$ cat src/rtl/pipe_ctrl.sv
// Pipeline control unit: arbitrates EX redirects and interrupt entry, merges stage
// holds into stall vectors, and issues a registered redirect pulse plus flush window.
module pipe_ctrl #(
   parameter int                    ADDR_W       = 32,
   parameter int                    NUM_STAGES   = 4,
   parameter logic [NUM_STAGES-1:0] FLUSH_MASK   = 4'b0111,
   parameter int                    FLUSH_CYCLES = 2,
   parameter logic [ADDR_W-1:0]     RESET_ADDR   = '0
) (
   input  logic                  clk,
   input  logic                  rst,
   input  logic                  jump_en_i,
   input  logic [ADDR_W-1:0]     jump_addr_i,
   input  logic                  irq_req_i,
   input  logic [ADDR_W-1:0]     irq_addr_i,
   input  logic [NUM_STAGES-1:0] hold_req_i,
   output logic                  jump_en_o,
   output logic [ADDR_W-1:0]     jump_addr_o,
   output logic                  irq_ack_o,
   output logic [NUM_STAGES-1:0] hold_o,
   output logic [NUM_STAGES-1:0] flush_o,
   output logic                  busy_o
);

   // state | meaning
   // IDLE  | no redirect in progress; requests are issued or deferred
   // PEND  | request latched while the pipe is held; waits for hold release
   // FLUSH | redirect issued; flush window counting down
   typedef enum logic [1:0] {IDLE, PEND, FLUSH} state_t;

   localparam logic [3:0] CNT_INIT = 4'(FLUSH_CYCLES - 1);

   state_t              state_q, state_d;
   logic [3:0]          cnt_q, cnt_d;
   logic [ADDR_W-1:0]   pend_addr_q, pend_addr_d;
   logic                pend_irq_q, pend_irq_d;
   logic [ADDR_W-1:0]   jump_addr_q, jump_addr_d;
   logic                jump_en_q, jump_en_d;
   logic                irq_ack_q, irq_ack_d;
   logic [NUM_STAGES-1:0] flush_q, flush_d;

   logic                any_hold;
   logic                req;
   logic [ADDR_W-1:0]   req_addr;
   logic                issue;
   logic [ADDR_W-1:0]   issue_addr;
   logic                issue_irq;

   // A stalled later stage must stall every earlier stage.
   always_comb begin
      logic acc;
      acc    = 1'b0;
      hold_o = '0;
      for (int j = NUM_STAGES - 1; j >= 0; j--) begin
         acc       = acc | hold_req_i[j];
         hold_o[j] = acc;
      end
   end

   assign any_hold = |hold_req_i;
   assign req      = irq_req_i | jump_en_i;
   assign req_addr = irq_req_i ? irq_addr_i : jump_addr_i;

   always_comb begin
      state_d     = state_q;
      cnt_d       = cnt_q;
      pend_addr_d = pend_addr_q;
      pend_irq_d  = pend_irq_q;
      jump_addr_d = jump_addr_q;
      jump_en_d   = 1'b0;
      irq_ack_d   = 1'b0;
      flush_d     = '0;
      issue       = 1'b0;
      issue_addr  = req_addr;
      issue_irq   = irq_req_i;

      case (state_q)
         IDLE: begin
            if (req) begin
               if (!any_hold) begin
                  issue = 1'b1;
               end else begin
                  pend_addr_d = req_addr;
                  pend_irq_d  = irq_req_i;
                  state_d     = PEND;
               end
            end
         end
         PEND: begin
            // An interrupt supersedes a deferred jump; new jumps are ignored here.
            if (irq_req_i && !pend_irq_q) begin
               issue_addr = irq_addr_i;
               issue_irq  = 1'b1;
            end else begin
               issue_addr = pend_addr_q;
               issue_irq  = pend_irq_q;
            end
            if (!any_hold) begin
               issue = 1'b1;
            end else begin
               pend_addr_d = issue_addr;
               pend_irq_d  = issue_irq;
            end
         end
         FLUSH: begin
            if (cnt_q == 4'd0) begin
               state_d = IDLE;
            end else begin
               cnt_d   = cnt_q - 4'd1;
               flush_d = FLUSH_MASK;
            end
         end
         default: state_d = IDLE;
      endcase

      if (issue) begin
         jump_en_d   = 1'b1;
         jump_addr_d = issue_addr;
         irq_ack_d   = issue_irq;
         flush_d     = FLUSH_MASK;
         cnt_d       = CNT_INIT;
         pend_irq_d  = 1'b0;
         state_d     = FLUSH;
      end
   end

   always_ff @(posedge clk or negedge rst) begin
      if (!rst) begin
         state_q     <= IDLE;
         cnt_q       <= '0;
         pend_addr_q <= '0;
         pend_irq_q  <= 1'b0;
         jump_addr_q <= RESET_ADDR;
         jump_en_q   <= 1'b0;
         irq_ack_q   <= 1'b0;
         flush_q     <= '0;
      end else begin
         state_q     <= state_d;
         cnt_q       <= cnt_d;
         pend_addr_q <= pend_addr_d;
         pend_irq_q  <= pend_irq_d;
         jump_addr_q <= jump_addr_d;
         jump_en_q   <= jump_en_d;
         irq_ack_q   <= irq_ack_d;
         flush_q     <= flush_d;
      end
   end

   assign jump_en_o   = jump_en_q;
   assign jump_addr_o = jump_addr_q;
   assign irq_ack_o   = irq_ack_q;
   assign flush_o     = flush_q;
   assign busy_o      = (state_q != IDLE);

endmodule

$ cat config.mk
export PLATFORM = sky130hd
export DESIGN_NAME = pipe_ctrl
export DESIGN_NICKNAME = d
export VERILOG_FILES = /design/src/rtl/pipe_ctrl.sv
export SDC_FILE = /design/constraint.sdc
export NUM_CORES = 1
export LEC_CHECK = 0
export ABC_AREA = 1
export BUFFER_PORTS_ARGS = -buffer_cell sky130_fd_sc_hd__buf_2
export CORE_MARGIN = 5
export CORE_UTILIZATION = 50
export DETAILED_ROUTE_END_ITERATION = 16
export MAX_ROUTING_LAYER = met4
export PLACE_DENSITY = 0.87
export REMOVE_ABC_BUFFERS = 1
export SYNTH_ARGS = -nofsm -noshare
export SYNTH_HDL_FRONTEND = slang
export SYNTH_SLANG_ARGS = --single-unit
$ cat constraint.sdc
create_clock -name clk -period 3.85 [get_ports clk]
set_clock_uncertainty 0.1 [all_clocks]
set_input_delay 0.5775 -clock clk [delete_from_list [all_inputs] [get_ports clk]]
set_output_delay 0.5775 -clock clk [all_outputs]
set_load 0.005 [all_outputs]
# Word level (Yosys, flattened, before mapping)
# Index checks and enable logic that the tools add are counted.
[totals] register_bits=77 input_bits=72 out_inout_bits=43 word_cells=67
[op_classes] addsub=1 n_eq_ne=11 mux=30 bitwise_logic=4 reduce_logical=13
[ops] operator="$mux W32" count=6
[ops] operator="$pmux W32 S2" count=1
[ops] operator="$mux W4" count=4
[ops] operator="$ne A3 B3 Y1 const B" count=4
[ops] operator="$reduce_and A4 Y1" count=3
[ops] operator="$mux W1" count=10
[ops] operator="$ne A2 B2 Y1 const B" count=5
[ops] operator="$mux W2" count=4
[ops] operator="$mux W3" count=2
[ops] operator="$pmux W2 S3" count=1
[ops] operator="$reduce_bool A2 Y1" count=3
[ops] operator="$logic_not A4 Y1" count=1
[ops] operator="$or A1 B1 Y1" count=4
[ops] operator="$pmux W1 S2" count=2
[ops] operator="$reduce_or A4 Y1" count=1
[ops] operator="$sub A4 B1 Y4 const B" count=1
[ops] operator="$reduce_bool A3 Y1" count=1
[ops] operator="$eq A2 B1 Y1 const B" count=1
[ops] operator="$eq A2 B2 Y1 const B" count=1
[ops] operator="$logic_not A2 Y1" count=1
[ops] operator="$reduce_and A2 Y1" count=1
[ops] operator="$logic_and A1 B1 Y1" count=1
[ops] operator="$logic_not A1 Y1" count=1

# Depth between registers and ports, before layout
# Gate-level depths: netlist of run 1.
[depth] ltp_word=6 mapped_depth=10 ltp_nobuf=8

# Least setup slack after synthesis of run 1
# OpenSTA, ideal clock, no wires.
[synth_timing] path_kind="input -> output" start="in hold_req_i[3]" end="out hold_o[0]" t_arrival_ns=0.965 t_required_ns=3.172 setup_slack_ns=2.208 path_stages=4 path_buffers=0 cell_sequence="inv_1 nand2_1 nor2_2 inv_2"
[synth_via] elab_chain_cells=3
[synth_lines] item="start: declaration" line_no="16" text="input logic [NUM_STAGES-1:0] hold_req_i,"
[synth_lines] item="$or A1 B1 Y1" line_no="55" text="acc = acc | hold_req_i[j];"
[synth_lines] item="via hold_o[2]" line_no="20" text="output logic [NUM_STAGES-1:0] hold_o,"
[synth_lines] item="$or A1 B1 Y1 (2 in series)" line_no="55"
[synth_lines] item="end: declaration" line_no="20"
# The timed path passes the listed nets, and every way through them passes these cells.

# Worst setup path in the final report of run 1
[layout_timing] start="in irq_req_i" end="reg pend_addr_q[7]"
[layout_via] elab_chain_cells=4
[layout_lines] item="start: declaration" line_no="14" text="input logic irq_req_i,"
[layout_lines] item="$mux W32 or $logic_and A1 B1 Y1 (tied branches)" line_no="62, 91"
[layout_lines] item="$mux W32 (on tied branches)" line_no="80, 91"
[layout_lines] item="$mux W32 (on tied branches)" line_no="79, 98"
[layout_lines] item="$pmux W32 S2" line_no="77" text="case (state_q)"
[layout_lines] item="end signal: assignment" line_no="140" text="pend_addr_q <= pend_addr_d;"
[layout_lines] item="end: declaration" line_no="35" text="logic [ADDR_W-1:0] pend_addr_q, pend_addr_d;"
# Parallel ways exist; a longest one is shown, timed or not. The select of a mux whose other input is x is not followed.
# A chain may end at the register's enable or synchronous reset.

==> flow_results.xml, run 1 <==
<?xml version="1.0" encoding="UTF-8"?>
<metrics>
  <group name="logic_synthesis">
    <metric name="synth_area" unit="µm²">4270</metric>
    <metric name="seq_area_frac_synth" unit="">0.433</metric>
    <metric name="biggest_area_consumer_among_synthesized_cells" unit="">sky130_fd_sc_hd__dfrtp_1</metric>
    <metric name="post_synth.cell_area_avg" unit="µm²">6.87</metric>
    <metric name="total_of_warnings_raised_by_yosys" unit="">0</metric>
    <metric name="ys_top_cells_by_area" unit="">sky130_fd_sc_hd__dfrtp_1, sky130_fd_sc_hd__nand2_1, sky130_fd_sc_hd__nand3_1</metric>
    <metric name="post_synth_inst_count" unit="">622</metric>
    <metric name="synth-seq-cells" unit="">74</metric>
    <metric name="synth.distinct_cells" unit="">21</metric>
    <metric name="synth_top_cell_area_share" unit="">0.433</metric>
  </group>
  <group name="timing">
    <metric name="worst_max_slew_pin_slew" unit="ps">1110</metric>
    <metric name="rsz0062_at_grt" unit="">no</metric>
    <metric name="final_max_slew_viol_count" unit="">0</metric>
    <metric name="maxSlewHeadroom" unit="">0.259</metric>
    <metric name="finalHoldViolCount" unit="">0</metric>
    <metric name="timing.final.crit_period" unit="ps">2480</metric>
    <metric name="totalNegativeSetupSlack" unit="ps">0</metric>
    <metric name="max_freq" unit="MHz">403</metric>
    <metric name="setup_violations" unit="">0</metric>
    <metric name="fin_crit_sh" unit="">0.645</metric>
  </group>
  <group name="floorplan">
    <metric name="die-area" unit="µm²">10500</metric>
    <metric name="starting_density_of_the_core" unit="">0.518</metric>
    <metric name="die_h" unit="µm">102</metric>
    <metric name="ios" unit="">115</metric>
    <metric name="dieWidth" unit="µm">102</metric>
    <metric name="std_cell_rows" unit="">33</metric>
    <metric name="core_area" unit="µm²">8260</metric>
  </group>
  <group name="clocking">
    <metric name="clock_latency" unit="ps">340</metric>
    <metric name="cts_hold_buffers" unit="">0</metric>
    <metric name="clock_tree_from_tritoncts" unit="">built</metric>
    <metric name="post_cts_resize_count" unit="">0</metric>
    <metric name="clock_sinks" unit="">74</metric>
    <metric name="cts-buffers-inserted" unit="">9</metric>
    <metric name="postCtsSetupRepairBufs" unit="">0</metric>
    <metric name="cts.clk_slew.worst_paths" unit="ps">80</metric>
    <metric name="ctsLongestPathBuffers" unit="">2</metric>
    <metric name="cts-root-buf" unit="">sky130_fd_sc_hd__clkbuf_8</metric>
    <metric name="cts-htree-levels" unit="">3</metric>
  </group>
  <group name="drt">
    <metric name="iteration_0_drc_markers" unit="">197</metric>
    <metric name="drt_pre_antenna_iters" unit="">4</metric>
    <metric name="wire_length_on_met3" unit="µm">724</metric>
    <metric name="drt-wirelength-per-cell" unit="µm">12.6</metric>
    <metric name="number_of_vias_in_the_routed_layout" unit="">4109</metric>
    <metric name="drt-met1-wl" unit="mm">4.52</metric>
    <metric name="met2_length" unit="mm">4.93</metric>
    <metric name="drc_errors" unit="">0</metric>
    <metric name="detail_route.wirelength" unit="mm">10.3</metric>
    <metric name="detail-route-antenna-nets" unit="">0</metric>
    <metric name="topRoutingLayerUsed" unit="">met4</metric>
    <metric name="vias_per_cell" unit="">5.02</metric>
  </group>
  <group name="placement">
    <metric name="dp_hpwl" unit="mm">6.88</metric>
    <metric name="placer_congestion" unit="">0.800</metric>
    <metric name="place.detailed.instances" unit="">802</metric>
    <metric name="placement.io_buffers" unit="">113</metric>
  </group>
  <group name="global_route">
    <metric name="antenna_found_initial" unit="">0</metric>
    <metric name="vias_in_the_first_global_route" unit="">4024</metric>
    <metric name="grt_use_total" unit="">0.211</metric>
    <metric name="global_route.overflow_total" unit="">0</metric>
    <metric name="pin_count_of_the_biggest_net_entering_global_routing" unit="">75</metric>
    <metric name="global_route_wire_length_before_repair" unit="mm">17.5</metric>
  </group>
  <group name="power">
    <metric name="worst_ir_drop_vdd" unit="V">0.000335</metric>
    <metric name="total_leakage_power" unit="µW">0.00302</metric>
    <metric name="power.density" unit="nW/µm²">723</metric>
  </group>
  <group name="setup_path">
    <metric name="critical_setup_path_kind" unit="">primary input to register</metric>
    <metric name="critical_path_arrival" unit="ps">2660</metric>
    <metric name="critical_path.startpoint_type" unit="">primary input</metric>
    <metric name="critPathRequiredTime" unit="ps">4020</metric>
    <metric name="critical_path.reg2reg.endpoint" unit="">jump_addr_o[10]</metric>
    <metric name="r2r.worst_path.cells" unit="">7</metric>
    <metric name="critical_path.reg2reg.startpoint" unit="">state_q[1]</metric>
    <metric name="critPathCaptureType" unit="">register</metric>
    <metric name="critical_path_peak_fanout" unit="">46</metric>
    <metric name="reg2reg_slack" unit="ps">1420</metric>
  </group>
  <group name="finish">
    <metric name="num-nets-final" unit="">781</metric>
    <metric name="antenna-diode-count" unit="">0</metric>
    <metric name="fin_cells" unit="">818</metric>
    <metric name="synthToLayoutAreaGrowth" unit="%">15.1</metric>
    <metric name="layout-drive-gt1-share" unit="">0.199</metric>
  </group>
  <group name="run">
    <metric name="drv_cap" unit="">0</metric>
  </group>
  <group name="min_path">
    <metric name="min_path_type" unit="">primary input to async pin</metric>
  </group>
  <group name="outcome">
    <metric name="status" unit="">finished, final reports clean</metric>
  </group>
</metrics>
[routing by layer]
layer,track usage,vias up
met5,-,-
met4,0.0757,0
met3,0.0328,16
met2,0.346,146
met1,0.266,1871
li1,-,2076
[registers in the layout, summed over array words and instances, names as in the netlist]
signal	flops
jump_addr_o	32
pend_addr_q	32
jump_en_o	1
pend_irq_q	1
cnt_q	4
flush_o	1
state_q	2
irq_ack_o	1
[placed cells by master (no fill, tap or decap), types with 3 or more instances in the layout]
master and n:
sky130_fd_sc_hd__buf_2 112, sky130_fd_sc_hd__nand3_1 73, sky130_fd_sc_hd__dfrtp_1 74, sky130_fd_sc_hd__inv_2 5, sky130_fd_sc_hd__nor2_1 5, sky130_fd_sc_hd__nand2_4 3, sky130_fd_sc_hd__nand2_1 304, sky130_fd_sc_hd__clkbuf_8 12
sky130_fd_sc_hd__inv_1 76, sky130_fd_sc_hd__buf_4 3, sky130_fd_sc_hd__o211ai_1 32
[metrics by stage]
step / cell area (µm²) / power (µW) / setup slack (ps) / hold slack, ps / util
after floorplan: 4020 / 2440 / 1780 / 182 / -
after global placement: 4740 / 2920 / 1150 / 361 / 0.573
after detailed placement: 4740 / 3010 / 1040 / 360 / 0.573
after CTS: 4920 / 3580 / 1400 / 320 / 0.596
after global routing: 4920 / 3910 / 1160 / 367 / 0.596
final: 4920 / 3560 / 1370 / 276 / 0.596
[worst max path at each step]
stage	start	to
3_5_place_dp	irq_req_i	jump_addr_o[1]
2_1_floorplan	pend_irq_q	jump_addr_o[0]
3_3_place_gp	irq_req_i	jump_addr_o[21]
6_report	irq_req_i	pend_addr_q[7]
5_1_grt	irq_req_i	jump_addr_o[10]
4_1_cts	irq_req_i	jump_addr_o[1]
[synth_stat cells]
cell and number:
sky130_fd_sc_hd__ha_1 1, sky130_fd_sc_hd__xor2_1 1, sky130_fd_sc_hd__or2_2 1, sky130_fd_sc_hd__o211ai_1 32, sky130_fd_sc_hd__conb_1 1, sky130_fd_sc_hd__o21ai_0 1
sky130_fd_sc_hd__buf_6 4, sky130_fd_sc_hd__nand2_4 3, sky130_fd_sc_hd__inv_1 76, sky130_fd_sc_hd__clkbuf_1 2, sky130_fd_sc_hd__nand3_1 73, sky130_fd_sc_hd__a21oi_1 1
sky130_fd_sc_hd__nand2_1 304, sky130_fd_sc_hd__buf_4 12, sky130_fd_sc_hd__nor2_2 1, sky130_fd_sc_hd__inv_2 5, sky130_fd_sc_hd__dfrtp_1 74, sky130_fd_sc_hd__nor2_1 5
sky130_fd_sc_hd__nand2_2 2, sky130_fd_sc_hd__inv_4 1, sky130_fd_sc_hd__buf_2 22
[where the power goes]
group / switching, µW / total [µW] / internal, µW
registers: 194 / 1330 / 1140
clock network: 277 / 563 / 286
logic: 1050 / 1660 / 606
total: 1530 / 3560 / 2030
[kinds of logic (layout without fill, tap and decap cells)]
group                    Yosys count  count (layout)  synth area share
adder cells (fa/ha/maj)            1               1           0.00293
AO/OA/AOI/OAI                     34              34            0.0585
flip-flops                        74              74             0.433
buffers and inverters            122             213             0.132
XOR/XNOR                           1               1           0.00205
AND/OR/NAND/NOR                  389             389             0.371
other                              1               1          0.000877
[worst max-delay path: stages]
cell                      delay (ps)
sky130_fd_sc_hd__buf_2           580
sky130_fd_sc_hd__nand2_1         870
sky130_fd_sc_hd__nand2_1         270
sky130_fd_sc_hd__nand3_1          90
sky130_fd_sc_hd__nand2_1         110
sky130_fd_sc_hd__nand2_1          50
sky130_fd_sc_hd__nand2_1          70
[area by class of cell]
class / instances / area [µm²]
inverters: 82 / 310
well taps: 105 / 131
repair buffers: 115 / 583
flip-flops and latches: 74 / 1850
clock inverters: 2 / 10.0
multi-input cells: 426 / 1860
fillers: 789 / 3340
clock buffers: 14 / 173
(Power assumes the default switching activity.)
==> inputs of run 2 (changes only) <==
clock period = 2.5 ns   (was 3.85 ns; I/O delays follow)
==> run 2 against run 1 <==
Effect of this change: utilization rose by 1.0 points; sequential power is 55% higher; register-to-register slack got worse by 870 ps; combinational power grew 58%; wire length grew 6.2%; total power increased by 62%; critical path type is now register to register; largest power group unchanged; highest routed layer unchanged.
==> flow_results.xml, run 2 (synthesized netlist as in run 1, its figures left out) <==
<?xml version="1.0" encoding="UTF-8"?>
<metrics>
  <group name="global_route">
    <metric name="global_route_wire_length_before_repair" unit="mm">18.4</metric>
    <metric name="antenna_found_initial" unit="">0</metric>
    <metric name="grt.met1_usage" unit="">0.290</metric>
    <metric name="gr-usage-met3" unit="">0.0396</metric>
    <metric name="vias_in_the_first_global_route" unit="">4132</metric>
    <metric name="grt_use_total" unit="">0.228</metric>
    <metric name="global_route.overflow_total" unit="">0</metric>
    <metric name="grt.busiest_layer" unit="">met2</metric>
    <metric name="pin_count_of_the_biggest_net_entering_global_routing" unit="">99</metric>
    <metric name="grt_util_met2" unit="">0.366</metric>
  </group>
  <group name="power">
    <metric name="power.net_switching" unit="µW">2470</metric>
    <metric name="total_leakage_power" unit="µW">0.00305</metric>
    <metric name="worst_ir_drop_vdd" unit="V">0.000516</metric>
    <metric name="clkPwrFrac" unit="">0.186</metric>
    <metric name="internal-power" unit="µW">3280</metric>
    <metric name="pwr-share-seq" unit="">0.358</metric>
    <metric name="power_frac_comb" unit="">0.455</metric>
    <metric name="power.density" unit="nW/µm²">1150</metric>
    <metric name="sw_frac_of_total" unit="">0.430</metric>
  </group>
  <group name="placement">
    <metric name="placer_congestion" unit="">0.807</metric>
    <metric name="dp_hpwl" unit="mm">7.23</metric>
    <metric name="placement.io_buffers" unit="">113</metric>
  </group>
  <group name="timing">
    <metric name="timing.final.crit_period" unit="ps">1950</metric>
    <metric name="finalHoldViolCount" unit="">0</metric>
    <metric name="worst_max_slew_pin_slew" unit="ps">986</metric>
    <metric name="fin_crit_sh" unit="">0.779</metric>
    <metric name="maxSlewHeadroom" unit="">0.343</metric>
    <metric name="setup_violations" unit="">0</metric>
    <metric name="max_freq" unit="MHz">514</metric>
    <metric name="final_max_slew_viol_count" unit="">0</metric>
    <metric name="rsz0062_at_grt" unit="">no</metric>
    <metric name="holdWs" unit="ps">30.9</metric>
    <metric name="totalNegativeSetupSlack" unit="ps">0</metric>
  </group>
  <group name="drt">
    <metric name="number_of_vias_in_the_routed_layout" unit="">4173</metric>
    <metric name="drc_errors" unit="">0</metric>
    <metric name="detail_route.wirelength" unit="mm">11.0</metric>
    <metric name="vias_per_cell" unit="">5.08</metric>
    <metric name="drt_pre_antenna_iters" unit="">4</metric>
    <metric name="detail-route-antenna-nets" unit="">0</metric>
    <metric name="drt-wirelength-per-cell" unit="µm">13.4</metric>
    <metric name="iteration_0_drc_markers" unit="">265</metric>
  </group>
  <group name="clocking">
    <metric name="cts-htree-levels" unit="">3</metric>
    <metric name="postCtsSetupRepairBufs" unit="">0</metric>
    <metric name="cts_hold_buffers" unit="">0</metric>
    <metric name="clock_tree_from_tritoncts" unit="">built</metric>
    <metric name="cts-root-buf" unit="">sky130_fd_sc_hd__clkbuf_8</metric>
    <metric name="clock_sinks" unit="">74</metric>
    <metric name="cts.clk_slew.worst_paths" unit="ps">80</metric>
    <metric name="cts-buffers-inserted" unit="">9</metric>
    <metric name="post_cts_resize_count" unit="">0</metric>
    <metric name="clock_latency" unit="ps">360</metric>
    <metric name="ctsLongestPathBuffers" unit="">2</metric>
  </group>
  <group name="finish">
    <metric name="layout-drive-gt1-share" unit="">0.206</metric>
    <metric name="antenna-diode-count" unit="">0</metric>
    <metric name="layout_common_cells" unit="">sky130_fd_sc_hd__nand2_1, sky130_fd_sc_hd__buf_2, sky130_fd_sc_hd__inv_1, sky130_fd_sc_hd__dfrtp_1, sky130_fd_sc_hd__nand3_1</metric>
    <metric name="num-nets-final" unit="">785</metric>
    <metric name="fill_cells" unit="">773</metric>
    <metric name="synthToLayoutAreaGrowth" unit="%">17.1</metric>
    <metric name="mostFrequentLayoutCell" unit="">sky130_fd_sc_hd__nand2_1</metric>
  </group>
  <group name="run">
    <metric name="drv_cap" unit="">0</metric>
  </group>
  <group name="floorplan">
    <metric name="dieWidth" unit="µm">102</metric>
    <metric name="die-area" unit="µm²">10500</metric>
    <metric name="ios" unit="">115</metric>
    <metric name="core_area" unit="µm²">8260</metric>
    <metric name="starting_density_of_the_core" unit="">0.518</metric>
    <metric name="std_cell_rows" unit="">33</metric>
    <metric name="die_h" unit="µm">102</metric>
  </group>
  <group name="setup_path">
    <metric name="critical_setup_path_kind" unit="">register to register</metric>
    <metric name="critical_path.startpoint_type" unit="">register</metric>
    <metric name="critical_path_arrival" unit="ps">2150</metric>
    <metric name="critical_path_peak_fanout" unit="">33</metric>
    <metric name="critPathRequiredTime" unit="ps">2700</metric>
    <metric name="r2r.worst_path.cells" unit="">7</metric>
    <metric name="critPathCaptureType" unit="">register</metric>
  </group>
  <group name="outcome">
    <metric name="status" unit="">finished, final reports clean</metric>
  </group>
  <group name="min_path">
    <metric name="min_path_type" unit="">primary input to async pin</metric>
  </group>
</metrics>
==> run 2: metrics by stage <==
| step | std cells | area (µm²) | setup slack (ps) | utilization | power, µW |
|---|---|---|---|---|---|
| floorplan | 582 | 4020 | 435 | - | 3760 |
| global placement | 806 | 4780 | 635 | 0.579 | 4550 |
| detailed placement | 806 | 4780 | 591 | 0.579 | 4690 |
| CTS | 822 | 5000 | 563 | 0.606 | 5770 |
| global route | 822 | 5000 | 368 | 0.606 | 6280 |
| finish | 822 | 5000 | 553 | 0.606 | 5750 |
==> run 2: layout make-up <==
cell class | instances | area [µm²] | share of cell area
Inverter | 82 | 310 | 0.0620
Sequential cell | 74 | 1850 | 0.370
Timing Repair Buffer | 119 | 626 | 0.125
Clock inverter | 7 | 101 | 0.0203
Clock buffer | 9 | 124 | 0.0248
Tap cell | 105 | 131 | 0.0263
Multi-Input combinational cell | 426 | 1860 | 0.372
==> run 2: path summary, 6_finish.rpt <==
check,slack [ps],to,from
worst max-delay path,550,jump_addr_o[28],state_q[1]
worst min-delay path,30,jump_addr_o[6],rst
worst max register to register,550,jump_addr_o[28],state_q[1]
worst min register to register,380,jump_addr_o[23],jump_addr_o[23]
max in group asynchronous,1590,pend_addr_q[6],rst
min in group clk,270,pend_addr_q[29],jump_addr_i[29]
==> run 2: worst max-delay path, stage by stage (launching register included) <==
cell	delay (ps)
sky130_fd_sc_hd__dfrtp_1	380
sky130_fd_sc_hd__inv_1	100
sky130_fd_sc_hd__nand2_2	270
sky130_fd_sc_hd__nand2_4	210
sky130_fd_sc_hd__nand2_4	130
sky130_fd_sc_hd__inv_2	470
sky130_fd_sc_hd__nand2_1	130
sky130_fd_sc_hd__nand2_1	80
==> run 2: power groups by stage <==
stage	Clock [µW]	Combinational [µW]	Sequential [µW]
floorplan	0	1710	2050
global placement	0	2500	2050
detailed placement	0	2610	2070
CTS	1080	2630	2060
global route	1140	3020	2120
finish	1070	2620	2060
==> run 2: routing by layer <==
metal  wire [µm]  share of wire
met5           0              0
met2        5230           0.48
met3         874          0.080
met1        4740           0.43
met4         142          0.013
